==> src/rtl/divider_32bit.sv <==
// Multi-cycle restoring divider for RV32M DIV/DIVU/REM/REMU with sign correction.
// Optional macro DIV_EARLY_TERM_EN skips leading-zero iterations of the dividend.
module divider_32bit #(
    parameter int WIDTH = 32
) (
    input  logic             i_clk,
    input  logic             i_rst,
    input  logic             i_start,
    input  logic             i_signed_en,
    input  logic [WIDTH-1:0] i_a,
    input  logic [WIDTH-1:0] i_b,
    output logic [WIDTH-1:0] o_quotient,
    output logic [WIDTH-1:0] o_remainder,
    output logic             o_div_by_zero,
    output logic             o_ready,
    output logic             o_done
);
    localparam int CW = $clog2(WIDTH);
    localparam logic [WIDTH-1:0] MIN_NEG = {1'b1, {(WIDTH-1){1'b0}}};

    typedef enum logic [1:0] {IDLE, FETCH, ACTIVE, DONE} state_t;
    state_t state, state_next;

    logic [WIDTH-1:0] a_reg, b_reg, abs_b, q_reg, r_reg;
    logic             signed_reg, neg_q, neg_r;
    logic [CW-1:0]    cnt;

    logic             sign_a, sign_b, a_zero, b_zero, ovf;
    logic [WIDTH-1:0] abs_a, abs_b_c, q_init, q_step, r_step, q_final, r_final;
    logic [CW-1:0]    cnt_init;
    logic [WIDTH:0]   shifted, diff;

`ifdef DIV_EARLY_TERM_EN
    function automatic logic [CW-1:0] count_lz(input logic [WIDTH-1:0] v);
        logic [CW-1:0] n;
        logic          found;
        n     = '0;
        found = 1'b0;
        for (int i = WIDTH - 1; i >= 0; i--) begin
            if (!found) begin
                if (v[i]) found = 1'b1;
                else      n = n + CW'(1);
            end
        end
        return n;
    endfunction

    logic [CW-1:0] nlz;
    assign nlz      = count_lz(abs_a);
    assign q_init   = abs_a << nlz;
    assign cnt_init = CW'(WIDTH - 1) - nlz;
`else
    assign q_init   = abs_a;
    assign cnt_init = CW'(WIDTH - 1);
`endif

    always_comb begin
        sign_a  = signed_reg & a_reg[WIDTH-1];
        sign_b  = signed_reg & b_reg[WIDTH-1];
        abs_a   = sign_a ? -a_reg : a_reg;
        abs_b_c = sign_b ? -b_reg : b_reg;
        a_zero  = (a_reg == '0);
        b_zero  = (b_reg == '0);
        ovf     = signed_reg && (a_reg == MIN_NEG) && (b_reg == '1);
        // R stays below |b|, so its 33rd bit only exists in the shifted trial value.
        shifted = {r_reg, q_reg[WIDTH-1]};
        diff    = shifted - {1'b0, abs_b};
        if (diff[WIDTH]) begin
            r_step = shifted[WIDTH-1:0];
            q_step = {q_reg[WIDTH-2:0], 1'b0};
        end else begin
            r_step = diff[WIDTH-1:0];
            q_step = {q_reg[WIDTH-2:0], 1'b1};
        end
        q_final = neg_q ? -q_step : q_step;
        r_final = neg_r ? -r_step : r_step;
    end

    always_comb begin
        state_next = state;
        case (state)
            IDLE:    if (i_start) state_next = FETCH;
            FETCH:   state_next = (b_zero || a_zero || ovf) ? DONE : ACTIVE;
            ACTIVE:  if (cnt == '0) state_next = DONE;
            DONE:    state_next = IDLE;
            default: state_next = IDLE;
        endcase
    end

    assign o_ready = (state == IDLE);
    assign o_done  = (state == DONE);

    always_ff @(posedge i_clk) begin
        if (i_rst) begin
            state         <= IDLE;
            o_quotient    <= '0;
            o_remainder   <= '0;
            o_div_by_zero <= 1'b0;
            a_reg         <= '0;
            b_reg         <= '0;
            signed_reg    <= 1'b0;
            abs_b         <= '0;
            q_reg         <= '0;
            r_reg         <= '0;
            cnt           <= '0;
            neg_q         <= 1'b0;
            neg_r         <= 1'b0;
        end else begin
            state <= state_next;
            case (state)
                IDLE: begin
                    a_reg      <= i_a;
                    b_reg      <= i_b;
                    signed_reg <= i_signed_en;
                end
                FETCH: begin
                    abs_b <= abs_b_c;
                    q_reg <= q_init;
                    r_reg <= '0;
                    cnt   <= cnt_init;
                    neg_q <= sign_a ^ sign_b;
                    neg_r <= sign_a;
                    // Special cases resolve here and go straight to DONE.
                    if (b_zero) begin
                        o_quotient    <= '1;
                        o_remainder   <= a_reg;
                        o_div_by_zero <= 1'b1;
                    end else if (a_zero) begin
                        o_quotient    <= '0;
                        o_remainder   <= '0;
                        o_div_by_zero <= 1'b0;
                    end else if (ovf) begin
                        o_quotient    <= MIN_NEG;
                        o_remainder   <= '0;
                        o_div_by_zero <= 1'b0;
                    end
                end
                ACTIVE: begin
                    r_reg <= r_step;
                    q_reg <= q_step;
                    cnt   <= cnt - CW'(1);
                    if (cnt == '0) begin
                        o_quotient    <= q_final;
                        o_remainder   <= r_final;
                        o_div_by_zero <= 1'b0;
                    end
                end
                default: ;
            endcase
        end
    end
endmodule

==> config.mk <==
export PLATFORM = sky130hd
export DESIGN_NAME = divider_32bit
export DESIGN_NICKNAME = d
export VERILOG_FILES = /design/src/rtl/divider_32bit.sv
export SDC_FILE = /design/constraint.sdc
export NUM_CORES = 1
export LEC_CHECK = 0
export BUFFER_PORTS_ARGS = -buffer_cell sky130_fd_sc_hd__buf_2
export CORE_ASPECT_RATIO = 2
export CORE_MARGIN = 2
export CORE_UTILIZATION = 55
export DETAILED_ROUTE_END_ITERATION = 8
export PLACE_DENSITY = 0.75
export SYNTH_ARGS = -nofsm -noshare
export SYNTH_HDL_FRONTEND = slang
export SYNTH_SLANG_ARGS = --single-unit
==> constraint.sdc <==
create_clock -name i_clk -period 6.1 [get_ports i_clk]
set_input_delay 0.61 -clock i_clk [delete_from_list [all_inputs] [get_ports i_clk]]
set_output_delay 0.61 -clock i_clk [all_outputs]
set_load 0.005 [all_outputs]
Yosys cells after proc, flatten, opt, wreduce, memory -nomap -nowiden --
Index checks and enable logic that the tools add are counted.
Cells by class: add/sub/neg operators 6, equality and inequality tests 8, muxes and demuxes 28, bitwise operators 3, reduce and logical (&&, ||, !) cells 11
Operators by type and width (number):
- $mux 32 | 13
- $pmux 32 s2 | 4
- $neg 32->32 | 4
- $eq 32x32->1 const B | 2
- $logic_not 32->1 | 2
- $sub 33x32->33 | 1
- $pmux 5 s2 | 1
- $pmux 2 s4 | 1
- $mux 1 | 6
- $logic_not 5->1 | 1
- $sub 5x1->5 const B | 1
- $eq 2x2->1 const B | 2
- $mux 2 | 2
- $ne 2x2->1 const B | 2
- $ne 4x4->1 const B | 1
- $reduce_and 3->1 | 1
- $and 1x1->1 | 2
- $eq 2x1->1 const B | 1
- $logic_and 1x1->1 | 2
- $logic_not 2->1 | 1
- $logic_or 1x1->1 | 2
- $pmux 1 s2 | 1
- $reduce_and 2->1 | 1
- $reduce_bool 2->1 | 1
- $xor 1x1->1 | 1
Storage, ports and cells: flip-flop bits (word level) 235, bits of input ports 68, output and inout bits 67

Logic depth before layout (Yosys ltp) --
Gate-level depths: netlist (run 1).
word-level depth 7, mapped depth 24

Worst setup path before layout (run 1) --
Ideal clock, no wire load.
kind reg-to-reg, from reg q_reg[31], to reg o_remainder[28], library setup time 0.062 ns, data arrival time 4.839 ns, required time 6.038 ns, setup slack 1.199 ns, cell stages (with the launch flop) 24, period minus slack after synthesis 4.901 ns, cell sequence dfxtp_1 inv_1 ha_1 fa_1 nand2b_1 a211oi_4 nor2_4 o2111ai_2 o21a_1 buf_6 nor2_4 inv_2 buf_2 buf_1 o21ai_0 inv_1 ha_1 o2111ai_1 nor4_1 nand4_1 a222oi_1 nand3_1 or4_1 nand3_1
On the way: longest elaborated chain between the ends 6
RTL lines:
- from (decl) | RTL line 24 | logic [WIDTH-1:0] a_reg, b_reg, abs_b, q_reg, r_reg;
- from (signal assigned) | RTL line 118 | q_reg <= q_init;
- from (signal assigned) | RTL line 140 | q_reg <= q_step;
- $sub 33x32->33 | RTL line 67 | diff = shifted - {1'b0, abs_b};
- $mux 32 * | RTL line 68 | if (diff[WIDTH]) begin
- $neg 32->32 | RTL line 76 | r_final = neg_r ? -r_step : r_step;
- $mux 32 * | RTL line 76
- $mux 32 * | RTL line 142 | if (cnt == '0) begin
- $pmux 32 s2 * | RTL line 110 | case (state)
- to (signal assigned) | RTL line 126 | o_remainder <= a_reg;
- to (signal assigned) | RTL line 144 | o_remainder <= r_final;
- to (decl) | RTL line 13 | output logic [WIDTH-1:0] o_remainder,
Every way passes the cells marked *; elsewhere a longest branch is shown, timed or not. The select of a mux whose other input is x is not followed. A chain may end at the register's enable or synchronous reset.

Worst setup path in the final report (run 1) --
Same ends and word-level chain as after synthesis.

==> results of run 1 <==
==> metal layers <==
metal  GRT usage (%)  share of wire (%)
met1            40.7                 43
met2            50.6                 47
met3            3.07                6.0
met4            13.3                4.2
met5               0                  0
==> tightest hold or removal path: cells and delay by family <==
family / cells / cell delay, ps
and+or+nand+nor: 1 / 70
muxes: 1 / 50
buffers and inverters: 1 / 70
==> layout make-up <==
cell class | instances | share of cell area (%)
clock buffer | 25 | 3.79
clock inverter | 19 | 1.71
inverter | 64 | 1.46
multi-input combinational | 1469 | 56.9
sequential | 235 | 28.5
tap | 348 | 2.64
timing repair buffer | 154 | 5.01
==> worst max path at each step <==
stage               cells after the start  slack (ps)         endpoint
CTS                                    20         970  o_remainder[28]
floorplan                              23        1200  o_remainder[28]
global placement                       20        1150  o_remainder[28]
finish                                 18         800  o_remainder[28]
detailed placement                     18         970  o_remainder[28]
global route                           18         370  o_remainder[28]
==> per-stage QoR <==
stage	cells	power (mW)
6_report	2314	8.19
5_1_grt	2314	8.74
4_1_cts	2314	8.15
2_1_floorplan	1906	5.39
3_5_place_dp	2270	6.45
3_3_place_gp	2270	6.40
==> cells by family (layout without fill, tap and decap cells) <==
| family | after synthesis | in the layout | synth area share, % |
|---|---|---|---|
| AOI/OAI and AO/OA | 505 | 505 | 22.2 |
| xor gates and xnor gates | 117 | 117 | 6.91 |
| adders and majority gates | 44 | 44 | 3.76 |
| buffers and inverters | 202 | 262 | 5.37 |
| DFF | 235 | 235 | 31.7 |
| muxes | 128 | 128 | 8.69 |
| and+or+nand+nor | 675 | 675 | 21.3 |
==> placed cells by master (no fill, tap or decap), types with 13 or more instances in the layout <==
cell,netlist,layout
nand4_1,25,25
a21o_1,17,17
mux2i_1,121,121
or3_1,21,21
and3_1,30,30
a211oi_1,59,59
a31oi_1,33,33
buf_2,13,133
nor3_1,55,55
ha_1,43,40
nor2_1,285,284
buf_4,0,20
xnor2_1,62,62
o21ai_0,97,97
xor2_1,55,55
or4_1,13,13
dfxtp_1,235,235
o22ai_1,16,16
clkbuf_16,0,25
nor4_1,20,20
nand3_1,44,44
a21oi_1,136,135
nand2_1,122,122
inv_1,62,62
o31ai_1,25,25
o211ai_1,16,16
==> power breakdown <==
group / internal [mW] / switching (mW) / leakage [nW] / total [mW]
Sequential: 1.87 / 0.437 / 1.92 / 2.30
Combinational: 1.55 / 2.65 / 4.32 / 4.19
Clock: 1.01 / 0.683 / 0.433 / 1.69
==> results summary, run 1 <==
The number of violations of the max-capacitance limit is 0. Routability-driven placement finished with a final weighted congestion of 0.944. The fill cell instance count of the final layout is 2448.

The depth of the worst register-to-register path is 18. The worst setup slack after layout is 798 ps. The per-cell routed wire length came out at 19.2 um. The later pin in the worst-skew pair is clocked with a latency of 550 ps. For flop-to-flop paths, the worst setup slack is 800 ps.

The buffering stage count on the worst path with inverters included came out at 1. The transition at the pin with the smallest max-transition slack is 1210 ps. The maximum fanout along the worst path came out at 9. The area taken by flip-flops and latches is 0.00470 mm^2. For this run, the share of the core covered by cells in the final layout is 61.8%. In this run the static leakage power is 6.68 nW. The worst slack after detailed placement came out at 975 ps. Broken down by cell family, the worst path's largest delay share belongs to simple AND/OR/NAND/NOR gates. The sequential-to-total area share from yosys stat is 31.7%. The number of setup violations in the final report came out at 0. The largest vdd supply drop is 0.512 mV. The startpoint of the tightest hold check path is i_a[31]. The die extent in y came out at 236 um. The critical register-to-register path startpoint is q_reg[31].

The die extent in x is 120 um. Setup repair after global routing left no endpoint under its margin. 0 antenna diodes ended up in the layout. Synthesis produced 1906 cells. The DRC violation count after routing is 0. In this run, post-CTS hold repair placed 0 buffers.

The critical path starts at q_reg[31]. Once the floorplan was initialized, standard cells occupied 55.6% of the core. The arrival time at the worst endpoint is 5800 ps. The count of yosys warnings during synthesis is 0. The type of element capturing the critical path is a register. The total via count in the routed design is 14326. The flow ran to the end, and the final reports show no timing, DRC or antenna violations. The final critical-path share of the clock period is 86.9%. The fraction of layout instances using a drive strength above 1 is 12.3%. The overall track demand over capacity in global routing came out at 30.8%. The multi-input combinational cell area is 0.00938 mm^2. In this run the critical register-to-register path is captured at o_remainder[28]. The full die area came out at 0.0284 mm^2. Row generation in the floorplan step produced 85 rows. The worst pin sits at a relative slew slack of 18.5%. The count of buffers added by post-CTS timing repair for setup is 0.

The number of antenna violations at the first check in global routing came to 0. The highest achievable clock rate is 189 MHz. For hold timing, the worst endpoint is a_reg[31]. The first-pass GRT wire length is 70.8 mm. Yosys mapped a number of flops with a built-in enable equal to 0. In the synthesized netlist, the cells that appear most often are nor2_1, dfxtp_1, a21oi_1, nand2_1, mux2i_1. The pre-antenna-repair detailed-routing pass consisted of 6 iterations. The CTS buffer count is 24. In this run the worst hold path is classified as in -> reg.

The TritonCTS clock tree is done. The clock tree root driver cell is clkbuf_16. The number of distinct library cells after synthesis came out at 83. The power density normalized to cell area came out at 497 mW/mm^2.

STA puts the critical path data required time at 6600 ps. The share of flip-flops with an asynchronous set or reset after synthesis came out at 0%. The maximum buffer depth of the clock tree is 3.

From synthesis to final layout, the design area changed by 11.2%. The wire length reported by the detailed router came out at 44.4 mm. The most common cell in the synthesized netlist is nor2_1. The total negative slack is 0 ps. The number of cells on the worst hold path is 3. The via density per instance is 6.19. The synthesized net count is 2018. In this run the count of I/O pins placed on the die edge is 135. The clock period could shrink to 5300 ps. The number of hold-slack violations in the final timing report came out at 0. By startpoint and endpoint, the worst setup path is classified as reg -> reg. The clock-pin slew on the worst setup and hold paths came out at 70 ps. On the final layout, the worst clock skew is 15.8 ps.

The final hold slack is 289 ps. Once layout is done, the placed cells without fillers occupy 0.0165 mm^2. For this run, the leading register cell type out of synthesis is dfxtp_1.

The mean instance size in the synthesized netlist is 7.78 um^2. Entering global routing, the biggest net connects 104 pins. The number of H-tree levels is 1.

The synthesized design spends more area on one cell type than any other, namely dfxtp_1. Ranked by total cell area, the synthesized netlist is headed by dfxtp_1, mux2i_1, nor2_1, a21oi_1, xnor2_1. The number of clock sinks came out at 235. The number of pins with negative max-slew slack in the final report is 0. The slowest stage cell on the critical path is or4_1. The proportion of netlist area held by the largest area contributor came out at 31.7%. The net count reported at finish is 2060. Walking the worst path, the cells encountered are inv_1 > ha_1 > fa_1 > nand2b_1 > a211oi_4 > nor2_4 > o2111ai_2 > o21a_1 > nor3_1 > a21oi_1 > ha_1 > o2111ai_1 > nor4_1 > nand4_1 > a222oi_1 > nand3_1 > or4_1 > nand3_1. The total overflow left after global routing is 0.

The largest single stage delay on the critical path is 530 ps. The count of buffers inserted at the top-level ports came out at 134. The startpoint type of the worst setup path is a register. The total core area is 0.0267 mm^2. The post-detailed-placement half-perimeter wirelength came out at 32.4 mm. The residual antenna-violating net count after detailed routing came out at 0.

Gates resized during post-CTS repair numbered 0. The detailed router's first-iteration violation count came out at 1236. The cell area that synthesis handed to floorplanning was 0.0148 mm^2. Counting flops and latches in the post-synthesis netlist gives 235. The number of global-route vias before repair came out at 13247. The placed cell area came out at 0.0156 mm^2.
Note: power is estimated with default switching activity, not from simulation.
==> run 2, diff against run 1 <==
--- a/config.mk
+++ b/config.mk
@@ -10,7 +10,7 @@
 export CORE_MARGIN = 2
 export CORE_UTILIZATION = 55
 export DETAILED_ROUTE_END_ITERATION = 8
-export PLACE_DENSITY = 0.75
+export PLACE_DENSITY = 0.78
 export SYNTH_ARGS = -nofsm -noshare
 export SYNTH_HDL_FRONTEND = slang
 export SYNTH_SLANG_ARGS = --single-unit
==> constraint.sdc (replaced) <==
create_clock -name i_clk -period 4.64 [get_ports i_clk]
set_input_delay 0.464 -clock i_clk [delete_from_list [all_inputs] [get_ports i_clk]]
set_output_delay 0.464 -clock i_clk [all_outputs]
set_load 0.005 [all_outputs]
==> results summary, run 2 (synthesis results as in run 1) <==
The first-pass GRT wire length came out at 73.9 mm (+4.3%). The power density normalized to cell area is 658 mW/mm^2 (+33%). The largest net degree at the start of global routing was 130 (+25%). The post-cts hold buffer count came to 0 (unchanged).

The number of global-route vias before repair came out at 13836 (+4.4%). The net count reported at finish is 2108 (+2.3%). The number of hold-slack violations in the final timing report is 0 (unchanged). The worst hold path belongs to the class in -> reg. The clock-pin slew on the worst setup and hold paths is 70 ps (about the same). The detailed router's first-iteration violation count is 1553 (+26%). The tree is rooted in a clkbuf_16. The starting density of the core came to 55.6% (unchanged). The clock period minus worst slack was 4350 ps (-956 ps).

The flow ran to the end, and the final reports show no timing, DRC or antenna violations. The total via count in the routed design came out at 14884 (+3.9%). The number of setup violations in the final report came to 0 (unchanged). The startpoint identified for the worst register-to-register timing path is q_reg[31]. The area taken by flip-flops and latches is 0.00470 mm^2 (unchanged).

The number of violations of the max-capacitance limit was 0 (unchanged). The post-detailed-placement half-perimeter wirelength is 34.0 mm (+5.0%). The total negative slack came out at 0 ps (unchanged).

The maximum buffer depth of the clock tree came out at 3 (unchanged). The worst slack after detailed placement was 165 ps (-810 ps). The TritonCTS clock tree is done. The boundary pin count came out at 135 (unchanged). The residual antenna-violating net count after detailed routing came out at 0 (unchanged). The non-filler instance count after layout came to 2361 (+2.0%). The startpoint of the tightest hold check path is i_a[6].

The largest vdd supply drop is 0.599 mV (+17%). The weighted congestion reported at the end of routability-driven placement came to 0.951 (+0.76%). The post-route clock skew came out at 17.5 ps (+1.73 ps). The type of element capturing the critical path is a register. The layout-stage area growth over the synthesis result came out at 13.8%. The number of antenna violations at the first check in global routing is 1 (+1).

Setup repair after global routing left no endpoint under its margin. The leakage power summed over all cells is 6.90 nW (+3.4%). The number of core rows came out at 85 (unchanged). The fill cell instance count of the final layout came to 2403 (-1.8%). The leftover overflow at the end of global routing is 0 (unchanged).

The number of clock sinks came to 235 (unchanged). The placed instance count came out at 2317 (+2.1%). The total core area is 0.0267 mm^2 (unchanged).

The arrival time at the worst endpoint came to 4860 ps (-940 ps). The CTS buffer count came to 23 (-4.2%). The multi-input combinational cell area came out at 0.00945 mm^2 (+0.69%).

The later-pin clock latency in the skew report was 560 ps (about the same). The via density per instance is 6.30 (+1.8%). The full die area is 0.0284 mm^2 (unchanged).

The number of H-tree levels came out at 1 (unchanged). The startpoint type of the worst setup path is a register. The wire length reported by the detailed router came out at 46.7 mm (+5.2%). The final critical-path share of the clock period came out at 93.7% (+6.8 points). The maximum fanout along the worst path is 5 (-4). In the layout the commonest cells are nor2_1, dfxtp_1, a21oi_1. The number of inserted diodes came out at 0 (unchanged). The overall track demand over capacity in global routing came out at 32.1% (+1.4 points).

The die extent in y is 236 um (unchanged). The first-pass iteration count of the detailed router came to 6 (unchanged). The count of buffers inserted at the top-level ports is 134 (unchanged). The most frequent standard cell in the layout excluding fill and tap cells is nor2_1. The critical path is of the reg -> reg type.

The data required time at the worst endpoint is 5150 ps (-1450 ps). The DRC violation count after routing is 0 (unchanged). The transition at the pin with the smallest max-transition slack came out at 1090 ps (-126 ps). The worst setup slack after layout is 294 ps (-504 ps).

The per-cell routed wire length is 19.8 um (+3.1%). The number of pins with negative max-slew slack in the final report came to 0 (unchanged). The fraction of layout instances using a drive strength above 1 came out at 14.7% (+2.4 points).

The die extent in x came out at 120 um (unchanged). The most critical setup path has its startpoint at q_reg[31]. The normalized max-slew margin came out at 27.5% (+9.0 points). The highest achievable clock rate came out at 230 MHz (+22%).
-- run 2: metal layers --
metal / vias up / wire [um] / track usage, %
li1: 7042 / - / -
met1: 6979 / 19200 / 41.5
met2: 724 / 21700 / 52.8
met3: 139 / 3630 / 4.42
met4: 0 / 2230 / 14.8
met5: - / 0 / 0
-- run 2: final timing paths --
kind,endpoint,slack (ps),depth (start not counted)
hold reg to reg,o_quotient[17],450,2
hold / removal,a_reg[6],140,3
setup reg to reg,o_remainder[28],290,20
setup / recovery,o_remainder[28],290,20
-- run 2: report_power, final --
group / switching (mW) / total [mW] / internal, mW
sequential: 0.582 / 3.03 / 2.45
combinational: 3.68 / 5.95 / 2.27
clock: 0.910 / 2.13 / 1.22
-- run 2: worst max-delay path: stages (launching register included) --
cell and delay [ps]:
dfxtp_1 370, inv_1 60, ha_1 210, fa_2 360, nand2b_4 170, a211oi_4 290
nor2_4 90, o2111ai_4 250, o21a_2 230, nor2_4 40, inv_2 90, o21ai_0 110
inv_1 110, ha_4 160, o2111ai_2 140, nor4_4 250, nand4_1 200, a222oi_1 390
nand3_1 200, or4_1 490, nand3_1 80
-- run 2: layout make-up --
| type | count | share of cell area (%) |
|---|---|---|
| multi-input cells | 1469 | 55.9 |
| flip-flops and latches | 235 | 27.9 |
| repair buffers | 203 | 7.22 |
| clock buffers | 25 | 3.51 |
| well taps | 348 | 2.58 |
| clock inverters | 17 | 1.48 |
| inverters | 64 | 1.42 |
-- run 2: metrics by stage --
stage               hold slack (ps)  area [um^2]  total power, mW  utilization (%)
floorplan                       450        14900             7.13                -
global placement                443        16000             8.76             60.0
detailed placement              449        16000             8.82             60.0
CTS                             128        16900             11.0             63.1
global route                    140        16900             11.8             63.3
finish                          136        16900             11.1             63.3
-- run 2: timing repair --
action                                  in CTS  in global routing
gates resized for setup                      0                  4
endpoints found under the setup margin       0                 11
setup buffers                                0                  2
